===== src/rtl/fifo_uart_tx.sv =====
// -----------------------------------------------------------------------------
// fifo_uart_tx
//
// Purpose:
//   Drains a byte FIFO one entry at a time and serialises each byte as a UART
//   frame on `tx`: one start bit (0), eight data bits LSB first, an optional
//   even-parity bit, and one stop bit (1). Every bit is held for CLKS_PER_BIT
//   clock cycles. The FIFO has a one-cycle registered read, so the byte popped
//   in FETCH is captured in the following LOAD cycle.
//
// Parameters:
//   CLKS_PER_BIT  clock cycles per serial bit; must be 2 or more.
//   PARITY_EN     1 inserts an even-parity bit between data bit 7 and stop.
//
// Ports:
//   clk          in   system clock, rising edge
//   rst_n        in   asynchronous active-low reset
//   tx_en        in   transmit enable, only looked at while IDLE
//   fifo_empty   in   FIFO empty flag
//   fifo_rd_en   out  one-cycle FIFO pop strobe per frame
//   fifo_dout    in   FIFO read data, valid the cycle after fifo_rd_en
//   tx           out  registered serial line, idles high
//   busy         out  high whenever the FSM is not IDLE
//   frames_sent  out  completed-frame counter, wraps modulo 2^16
//
// FIFO read handshake: a pop is requested by holding fifo_rd_en high for
// exactly one cycle while the FIFO reported non-empty on the cycle before;
// the FIFO presents the popped byte on fifo_dout in the next cycle. There is
// no back-pressure from the FIFO side and at most one pop per frame.
// -----------------------------------------------------------------------------
module fifo_uart_tx #(
  parameter int CLKS_PER_BIT = 4,
  parameter int PARITY_EN    = 0
) (
  input  logic        clk,
  input  logic        rst_n,
  input  logic        tx_en,
  input  logic        fifo_empty,
  output logic        fifo_rd_en,
  input  logic [7:0]  fifo_dout,
  output logic        tx,
  output logic        busy,
  output logic [15:0] frames_sent
);

  localparam int BAUD_W = (CLKS_PER_BIT > 1) ? $clog2(CLKS_PER_BIT) : 1;
  localparam logic [BAUD_W-1:0] BAUD_LAST = BAUD_W'(CLKS_PER_BIT - 1);

  typedef enum logic [2:0] {
    S_IDLE   = 3'd0,
    S_FETCH  = 3'd1,
    S_LOAD   = 3'd2,
    S_START  = 3'd3,
    S_DATA   = 3'd4,
    S_PARITY = 3'd5,
    S_STOP   = 3'd6
  } state_e;

  state_e              state_q, state_d;
  logic [BAUD_W-1:0]   baud_q,  baud_d;
  logic [2:0]          bit_q,   bit_d;
  logic [7:0]          shift_q, shift_d;
  logic                parity_q, parity_d;
  logic                tx_q,    tx_d;
  logic [15:0]         frames_q, frames_d;
  logic                bit_end;

  // Last cycle of the current serial bit.
  assign bit_end = (baud_q == BAUD_LAST);

  // ---------------------------------------------------------------------------
  // Next-state and datapath
  // ---------------------------------------------------------------------------
  always_comb begin
    state_d  = state_q;
    baud_d   = baud_q;
    bit_d    = bit_q;
    shift_d  = shift_q;
    parity_d = parity_q;
    frames_d = frames_q;
    tx_d     = 1'b1;

    case (state_q)
      S_IDLE: begin
        if (tx_en && !fifo_empty) begin
          state_d = S_FETCH;
        end
      end

      S_FETCH: begin
        state_d = S_LOAD;
      end

      S_LOAD: begin
        shift_d  = fifo_dout;
        parity_d = ^fifo_dout;
        baud_d   = '0;
        state_d  = S_START;
      end

      S_START: begin
        if (bit_end) begin
          baud_d  = '0;
          bit_d   = 3'd0;
          state_d = S_DATA;
        end else begin
          baud_d = baud_q + BAUD_W'(1);
        end
      end

      S_DATA: begin
        if (bit_end) begin
          baud_d  = '0;
          // Next data bit always sits in shift_q[0].
          shift_d = {1'b0, shift_q[7:1]};
          if (bit_q == 3'd7) begin
            state_d = (PARITY_EN != 0) ? S_PARITY : S_STOP;
          end else begin
            bit_d = bit_q + 3'd1;
          end
        end else begin
          baud_d = baud_q + BAUD_W'(1);
        end
      end

      S_PARITY: begin
        if (bit_end) begin
          baud_d  = '0;
          state_d = S_STOP;
        end else begin
          baud_d = baud_q + BAUD_W'(1);
        end
      end

      S_STOP: begin
        if (bit_end) begin
          baud_d   = '0;
          frames_d = frames_q + 16'd1;
          state_d  = S_IDLE;
        end else begin
          baud_d = baud_q + BAUD_W'(1);
        end
      end

      default: begin
        state_d = S_IDLE;
        baud_d  = '0;
      end
    endcase

    // The line is registered from the state being entered, so tx changes on
    // the same edge as the state and stays aligned with the baud counter.
    case (state_d)
      S_START:  tx_d = 1'b0;
      S_DATA:   tx_d = shift_d[0];
      S_PARITY: tx_d = parity_d;
      default:  tx_d = 1'b1;
    endcase
  end

  // ---------------------------------------------------------------------------
  // State registers
  // ---------------------------------------------------------------------------
  always_ff @(posedge clk or negedge rst_n) begin
    if (!rst_n) begin
      state_q  <= S_IDLE;
      baud_q   <= '0;
      bit_q    <= 3'd0;
      shift_q  <= 8'd0;
      parity_q <= 1'b0;
      tx_q     <= 1'b1;
      frames_q <= 16'd0;
    end else begin
      state_q  <= state_d;
      baud_q   <= baud_d;
      bit_q    <= bit_d;
      shift_q  <= shift_d;
      parity_q <= parity_d;
      tx_q     <= tx_d;
      frames_q <= frames_d;
    end
  end

  // ---------------------------------------------------------------------------
  // Outputs: registers or decodes of registered state only
  // ---------------------------------------------------------------------------
  assign fifo_rd_en  = (state_q == S_FETCH);
  assign busy        = (state_q != S_IDLE);
  assign tx          = tx_q;
  assign frames_sent = frames_q;

endmodule


===== config.mk =====
export PLATFORM = sky130hd
export DESIGN_NAME = fifo_uart_tx
export DESIGN_NICKNAME = d
export VERILOG_FILES = /design/src/rtl/fifo_uart_tx.sv
export SDC_FILE = /design/constraint.sdc
export NUM_CORES = 1
export LEC_CHECK = 0
export CORE_AREA = 2 2 67 62
export DETAILED_ROUTE_END_ITERATION = 7
export DIE_AREA = 0 0 69 64
export PLACE_DENSITY = 0.73
export RECOVER_POWER = 25
export SYNTH_ARGS = -nofsm -noshare
export SYNTH_HDL_FRONTEND = slang
export SYNTH_SLANG_ARGS = --single-unit

===== constraint.sdc =====
create_clock -name clk -period 1.54 [get_ports clk]
set_input_delay 0.231 -clock clk [delete_from_list [all_inputs] [get_ports clk]]
set_output_delay 0.231 -clock clk [all_outputs]
set_load 0.1 [all_outputs]

Word-level counts from Yosys, hierarchy flattened

Index checks and enable logic that the tools add are counted.

Bits of input ports: 12
Word-level logic and storage cells: 54
Flip-flop bits (word level): 34

Mux-type cells: 17
Equal/unequal tests: 14
Reduce and logical (&&, ||, !) cells: 12
Add/sub/neg operators: 3

Operators with widths:

| kind                  | number |
|---|---|
| $mux 3                | 9 |
| $pmux 3 s7            | 1 |
| $eq 3x3->1 const B    | 6 |
| $add 16x1->16 const B | 1 |
| $pmux 8 s2            | 1 |
| $eq 3x2->1 const B    | 3 |
| $mux 8                | 1 |
| $reduce_xor 8->1      | 1 |
| $ne 2x2->1 const B    | 3 |
| $pmux 3 s2            | 1 |
| $pmux 2 s2            | 1 |
| $reduce_and 2->1      | 2 |
| $reduce_and 4->1      | 1 |
| $reduce_bool 2->1     | 2 |
| $reduce_or 4->1       | 1 |
| $add 3x1->3 const B   | 1 |
| $eq 3x1->1 const B    | 1 |
| $logic_not 3->1       | 1 |
| $pmux 1 s3            | 1 |
| $reduce_bool 3->1     | 1 |
| $add 2x1->2 const B   | 1 |
| $eq 2x2->1 const B    | 1 |
| $mux 2                | 1 |
| $reduce_or 2->1       | 1 |
| other kinds (3)       | 3 |

Depth between registers and ports, before layout

Gate-level depths: netlist of the first run.

Depth in word-level cells: 6
Depth in mapped cells: 6
Gate-level depth less buffers: 5

Worst setup path before layout of the first run

OpenSTA, ideal clock, no wires.

Kind: register to register
Start point: reg frames_q[0] (netlist: frames_sent[0])
End point: reg frames_q[10] (netlist: frames_sent[10])
Arrival: 1917 ps
Period minus slack after synthesis: 2075 ps
Slack: -535 ps
Data required time: 1382 ps
Stages on the path, launching flop included: 6
Cell sequence: dfrtp_1 > ha_1 > nand2_1 > nor3_2 > nand4_1 > xnor2_1

Cells in the longest elaborated chain, start to end: 1

RTL lines:

| what                     | RTL line | RTL |
|---|---|---|
| start: declaration       | 65       | `logic [15:0] frames_q, frames_d;` |
| start signal: assignment | 180      | `frames_q <= frames_d;` |
| $add 16x1->16            | 138      | `frames_d = frames_q + 16'd1;` |

No other way between the ends.
A chain may end at the register's enable or synchronous reset.

Worst setup path after layout of the first run

Start point: reg state_q[2]
End point: out busy

Cells in the longest elaborated chain, start to end: 1

RTL lines:

| what                     | RTL line | RTL |
|---|---|---|
| start: declaration       | 59       | `state_e state_q, state_d;` |
| start signal: assignment | 174      | `state_q <= state_d;` |
| $reduce_bool 3->1        | 188      | `assign busy = (state_q != S_IDLE);` |
| end: declaration         | 42       | `output logic busy,` |

No other way between the ends.

==> reports/qor.yml, run 1 <==
timing:
  hold_violations: 0
  fin_hold_ws_ps: 477
  worst_slew_pin_slew_ps: 811
  finalSetupViolations: 2
  relSlewSlack_pct: 45.9
  skew_ps: 8.66
  layout_setup_ws_ps: -92.8
  post-route-min-period_ps: 1630
  fin_crit_sh_pct: 106
  tns_ps: -95.4
  slew_violations: 0
  fmaxAchievable_mhz: 612
  rsz0062_at_grt: "yes"
critical_path:
  critPathLaunchType: "register"
  reg2reg_from: "state_q[2]"
  cp-end-kind: "output pin"
  critical_path_class: "reg -> out"
  r2r_setup_slack_ps: 0
  worstReg2RegEnd: "bit_q[0]"
  crit_fanout: 3
  crit_required_ps: 1310
  rr_worst_depth: 6
  crit_arrival_ps: 1400
yosys:
  seq_area_frac_synth_pct: 51.5
  synth_area_sq_mm: 0.00166
  synth_edf_count: 0
  synthCells: 156
  synth.most_common_cell: "dfrtp_1"
  async_reset_ff_share_pct: 100
  synth_warnings: 0
  yosys-top-cells-area: "dfrtp_1 50%, xnor2_1 11%, nand2_1 5.4%"
  synth_compound_area_share_pct: 10.7
  synthMuxAreaShare_pct: 0.680
  yosysTopAreaCell: "dfrtp_1"
  synth.avg_cell_area_sq_um: 10.6
  synth_xor_area_share_pct: 12.2
  synth_top_family_by_area: "simple AND/OR/NAND/NOR gates"
  ys_ff_latch: 34
  yosysUniqueCellTypes: 37
  syn-num-nets: 172
  synthSimpleGateAreaFrac_pct: 20.0
  synthTopCellsByCount: "33 x dfrtp_1, 24 x nand2_1, 21 x xnor2_1"
  synth_top_area_share_pct: 49.9
  synth_ff_type: "dfrtp_1"
  synthAdderAreaFrac_pct: 3.02
power_and_ir_drop:
  vdd_drop_max_mv: 0.863
  power.leakage_nw: 1.15
  power_mw: 3.39
  power_density_mw_per_mm2: 1280
global_routing:
  grt_max_degree: 35
  antenna_found_initial: 0
  track_usage_pct: 18.1
  grt_pass1_vias: 1418
  grt_pass1_wl_um: 6290
  overflow: 0
placed_design:
  preCtsSetupSlack_ps: -135
  place_congestion: 0.714
  dp_hpwl_um: 2560
  io_buffers: 30
  post-place-cells: 242
  placed_area_sq_mm: 0.00240
clocking:
  cts_max_path_buffers: 2
  clock_sinks: 34
  cts_buffers: 5
  cts_hold_buffers: 0
  h-tree-depth: 2
  root_buffer: "clkbuf_8"
  clk_transition_reported_paths_ps: 70
  cts_tree: "built"
  insertion_delay_ps: 290
outcome:
  outcome: "complete, but fails checks"
  violations: "negative setup slack"
layout:
  nets: 228
  fin_util_pct: 72.2
  diodes: 0
  drive_above_1_share_pct: 43.7
  final_area_sq_mm: 0.00266
  area_growth_pct: 60.5
  stdcell_count: 259
routing:
  drtPass1Iterations: 4
  ant_nets: 0
  vias: 1370
  wire_per_inst_um: 14.2
  drcViolationCount: 0
  finalWirelength_um: 3670
  vias_per_cell: 5.29
  drt_iter0_markers: 57
flow_run:
  cap_violations: 0
floorplan:
  initial_core_util_pct: 45.0
  die_w_um: 69
  rows: 21
  io_pins: 31
  dieArea_sq_mm: 0.00442
  core_sq_mm: 0.00368
  die_h_um: 64
hold_path:
  hold_depth: 2
  min_to: "shift_q[1]"
  hold_path_class: "reg -> reg"
  min-delay-start: "shift_q[1]"
[area by class of cell]
cell class                      count  area, sq um
Fill cell                         263         1020
Clock inverter                      3         40.0
Sequential cell                    34          893
Clock buffer                        5         68.8
Inverter                            2         7.51
Timing Repair Buffer               55          696
Tap cell                           46         57.6
Multi-Input combinational cell    114          893
[registers in the layout, summed over array words and instances, names as in the netlist]
name         flops
tx               1
shift_q          8
parity_q         1
bit_q            3
baud_q           2
state_q          3
frames_sent     16
[worst max-delay path by stage]
stage	start	endpoint	slack (ps)	cells after the start
detailed placement	bit_q[0]	bit_q[0]	-130	5
global placement	state_q[0]	frames_sent[7]	30	5
floorplan	frames_sent[4]	frames_sent[15]	-50	4
CTS	state_q[2]	busy	-90	3
global route	state_q[0]	busy	-130	3
finish	state_q[2]	busy	-90	3
[kinds of logic after synthesis]
logic type,count (synthesis)
adder cells (fa/ha/maj),4
AO/OA/AOI/OAI,25
AND/OR/NAND/NOR,61
multiplexers,1
buffers and inverters,8
flip-flops,34
XOR/XNOR,23
[cell usage in the layout, fill, tap and decap left out, types with 2 or more instances in the layout]
cell	count
dfrtp_4	8
buf_4	21
nor2_1	9
nor2b_1	3
buf_6	2
buf_12	20
nand3_1	4
o21ai_0	4
a22o_1	5
clkdlybuf4s50_1	10
xnor2_1	20
nand4_1	4
a22oi_1	6
nand2_1	23
ha_4	3
dfrtp_1	16
clkbuf_8	5
clkinv_2	2
inv_1	2
and4_4	2
dfrtp_2	9
a21oi_1	2
[worst max-delay path, stage by stage, from the launching register on]
cell     delay, ps
dfrtp_2        430
buf_12         130
or3_4          370
buf_12         170
[layer usage]
| layer | track usage (%) | part of all wire [%] | vias to the layer above |
|---|---|---|---|
| met5 | 0 | 0 | - |
| met2 | 30.2 | 51 | 35 |
| li1 | - | - | 655 |
| met4 | 6.37 | 0.82 | 0 |
| met3 | 6.78 | 4.9 | 4 |
| met1 | 21.6 | 43 | 676 |
[repair_timing]
| action | 4_1_cts | 5_1_grt |
|---|---|---|
| gates resized for setup | 13 | 9 |
| endpoints found under the hold margin | 0 | 0 |
| setup buffers | 7 | 2 |
| pin swaps | 4 | 3 |
| endpoints found under the setup margin | 5 | 13 |
[report_power, final]
part / total (mW) / leakage, nW / switching (mW) / internal (mW)
Sequential: 1.16 / 0.403 / 0.104 / 1.06
Clock: 0.796 / 0.0579 / 0.321 / 0.476
Combinational: 1.43 / 0.694 / 0.732 / 0.702
Total: 3.39 / 1.15 / 1.16 / 2.24
Power figures use the tool's default switching activity.
==> run 2, diff against run 1 <==
--- a/config.mk
+++ b/config.mk
@@ -5,10 +5,11 @@
 export SDC_FILE = /design/constraint.sdc
 export NUM_CORES = 1
 export LEC_CHECK = 0
-export CORE_AREA = 2 2 67 62
+export CORE_AREA = 2 2 65 61
+export CTS_BUF_LIST = sky130_fd_sc_hd__clkbuf_4
 export DETAILED_ROUTE_END_ITERATION = 7
-export DIE_AREA = 0 0 69 64
-export PLACE_DENSITY = 0.73
+export DIE_AREA = 0 0 67 63
+export PLACE_DENSITY = 0.76
 export RECOVER_POWER = 25
 export SYNTH_ARGS = -nofsm -noshare
 export SYNTH_HDL_FRONTEND = slang
==> reports/qor.yml, run 2 (synthesis gave the netlist of run 1 again) <==
layout:
  mostFrequentLayoutCell: "buf_4"
  diodes: 0
  area_growth_pct: 57.3
  largest_reg_flops: 16
  fillers: 225
  nets: 232
  final_cell_mix: "25 x buf_4, 23 x nand2_1, 21 x xnor2_1, 19 x buf_12, 18 x dfrtp_1"
  drive_above_1_share_pct: 41.0
global_routing:
  grt_busiest_layer: "met2"
  grtUsageMet2_pct: 35.0
  met3_usage_pct: 6.13
  use_met1_pct: 24.4
  overflow: 0
  grt_pass1_vias: 1443
  antenna_found_initial: 0
  grt_max_degree: 35
  grt_pass1_wl_um: 6510
  track_usage_pct: 20.5
floorplan:
  core_sq_mm: 0.00357
  io_pins: 31
  die_w_um: 67
  dieArea_sq_mm: 0.00422
  die_h_um: 63
  rows: 21
  initial_core_util_pct: 46.3
routing:
  drt_iter0_markers: 87
  vias_per_cell: 5.26
  finalWirelength_um: 3900
  vias: 1384
  drtPass1Iterations: 6
  drcViolationCount: 0
  wire_per_inst_um: 14.8
  ant_nets: 0
timing:
  fmaxAchievable_mhz: 601
  tns_ps: -160
  rsz0062_at_grt: "yes"
  worst_slew_pin_slew_ps: 818
  post-route-min-period_ps: 1660
  relSlewSlack_pct: 45.5
  finalSetupViolations: 3
  skew_ps: 10.8
  slew_violations: 0
  fin_crit_sh_pct: 108
  layout_setup_ws_ps: -125
  hold_violations: 0
critical_path:
  crit_arrival_ps: 1430
  cpMaxStageDelayCell: "dfrtp_1"
  cpPeakStageDelay_ps: 410
  crit_required_ps: 1310
  critPathLaunchType: "register"
  crit_fanout: 3
  cp-end-kind: "output pin"
  critical_path_class: "reg -> out"
  crit_family: "flip-flops"
  crit_buf_inv: 2
  path_cells: "buf_6 > or3_4 > buf_12"
clocking:
  cts_max_path_buffers: 2
  h-tree-depth: 2
  cts_buffers: 5
  cts_tree: "built"
  root_buffer: "clkbuf_4"
  clock_sinks: 34
  insertion_delay_ps: 340
  clk_transition_reported_paths_ps: 100
placed_design:
  io_buffers: 30
  preCtsSetupSlack_ps: -25.3
  dp_hpwl_um: 2660
  place_congestion: 0.752
power_and_ir_drop:
  power.leakage_nw: 1.15
  vdd_drop_max_mv: 0.816
  power_mw: 3.11
  power_density_mw_per_mm2: 1190
hold_path:
  hold_path_class: "reg -> reg"
outcome:
  outcome: "complete, but fails checks"
  violations: "negative setup slack"
flow_run:
  cap_violations: 0
## run 2: path summary, 6_finish.rpt
| kind | start | end | cells past startpoint | slack, ps |
|---|---|---|---|---|
| max | state_q[1] | busy | 3 | -120 |
| min | shift_q[6] | shift_q[6] | 2 | 490 |
| max reg2reg | bit_q[0] | bit_q[0] | 5 | -10 |
| min reg2reg | shift_q[6] | shift_q[6] | 2 | 490 |
| max in group asynchronous | rst_n | frames_sent[3] | 2 | 410 |
| min in group asynchronous | rst_n | state_q[1] | 2 | 520 |
## run 2: tightest hold or removal path, cell delays in order, from the launching register on
cell and delay (ps):
dfrtp_1 350, nand2_1 50, nand2_1 50
## run 2: layer usage
| layer | up-vias | part of all wire (%) |
|---|---|---|
| li1 | 666 | - |
| met1 | 679 | 41 |
| met2 | 33 | 54 |
| met3 | 6 | 4.3 |
| met4 | 0 | 1.2 |
| met5 | - | 0 |
## run 2: where the power goes
| group | switching, mW | internal, mW |
|---|---|---|
| logic | 0.744 | 0.723 |
| clock network | 0.291 | 0.189 |
| registers | 0.108 | 1.06 |
| total | 1.14 | 1.97 |
## run 2: through the flow
stage | util [%] | hold WS [ps] | instance area, sq um | std cells
2_1_floorplan | - | -64.6 | 1730 | 156
5_1_grt | 72.9 | 513 | 2600 | 263
4_1_cts | 70.9 | 261 | 2530 | 259
6_report | 72.9 | 486 | 2600 | 263
3_3_place_gp | 66.5 | 459 | 2380 | 241
3_5_place_dp | 66.5 | 464 | 2380 | 241
## run 2: area by class of cell
| cell class | count | area, sq um | share of cell area [%] |
|---|---|---|---|
| sequential | 34 | 891 | 34.2 |
| clock inverter | 2 | 8.76 | 0.336 |
| tap | 46 | 57.6 | 2.21 |
| multi-input combinational | 114 | 877 | 33.7 |
| inverter | 2 | 7.51 | 0.288 |
| clock buffer | 6 | 45.0 | 1.73 |
| timing repair buffer | 59 | 717 | 27.5 |
## run 2: repair_timing
item,CTS,global route
cloned,0,0
endpoints found under the setup margin,6,20
pin swaps,3,8
hold buffers,0,0
buffers inserted,10,5
gates resized for setup,8,10
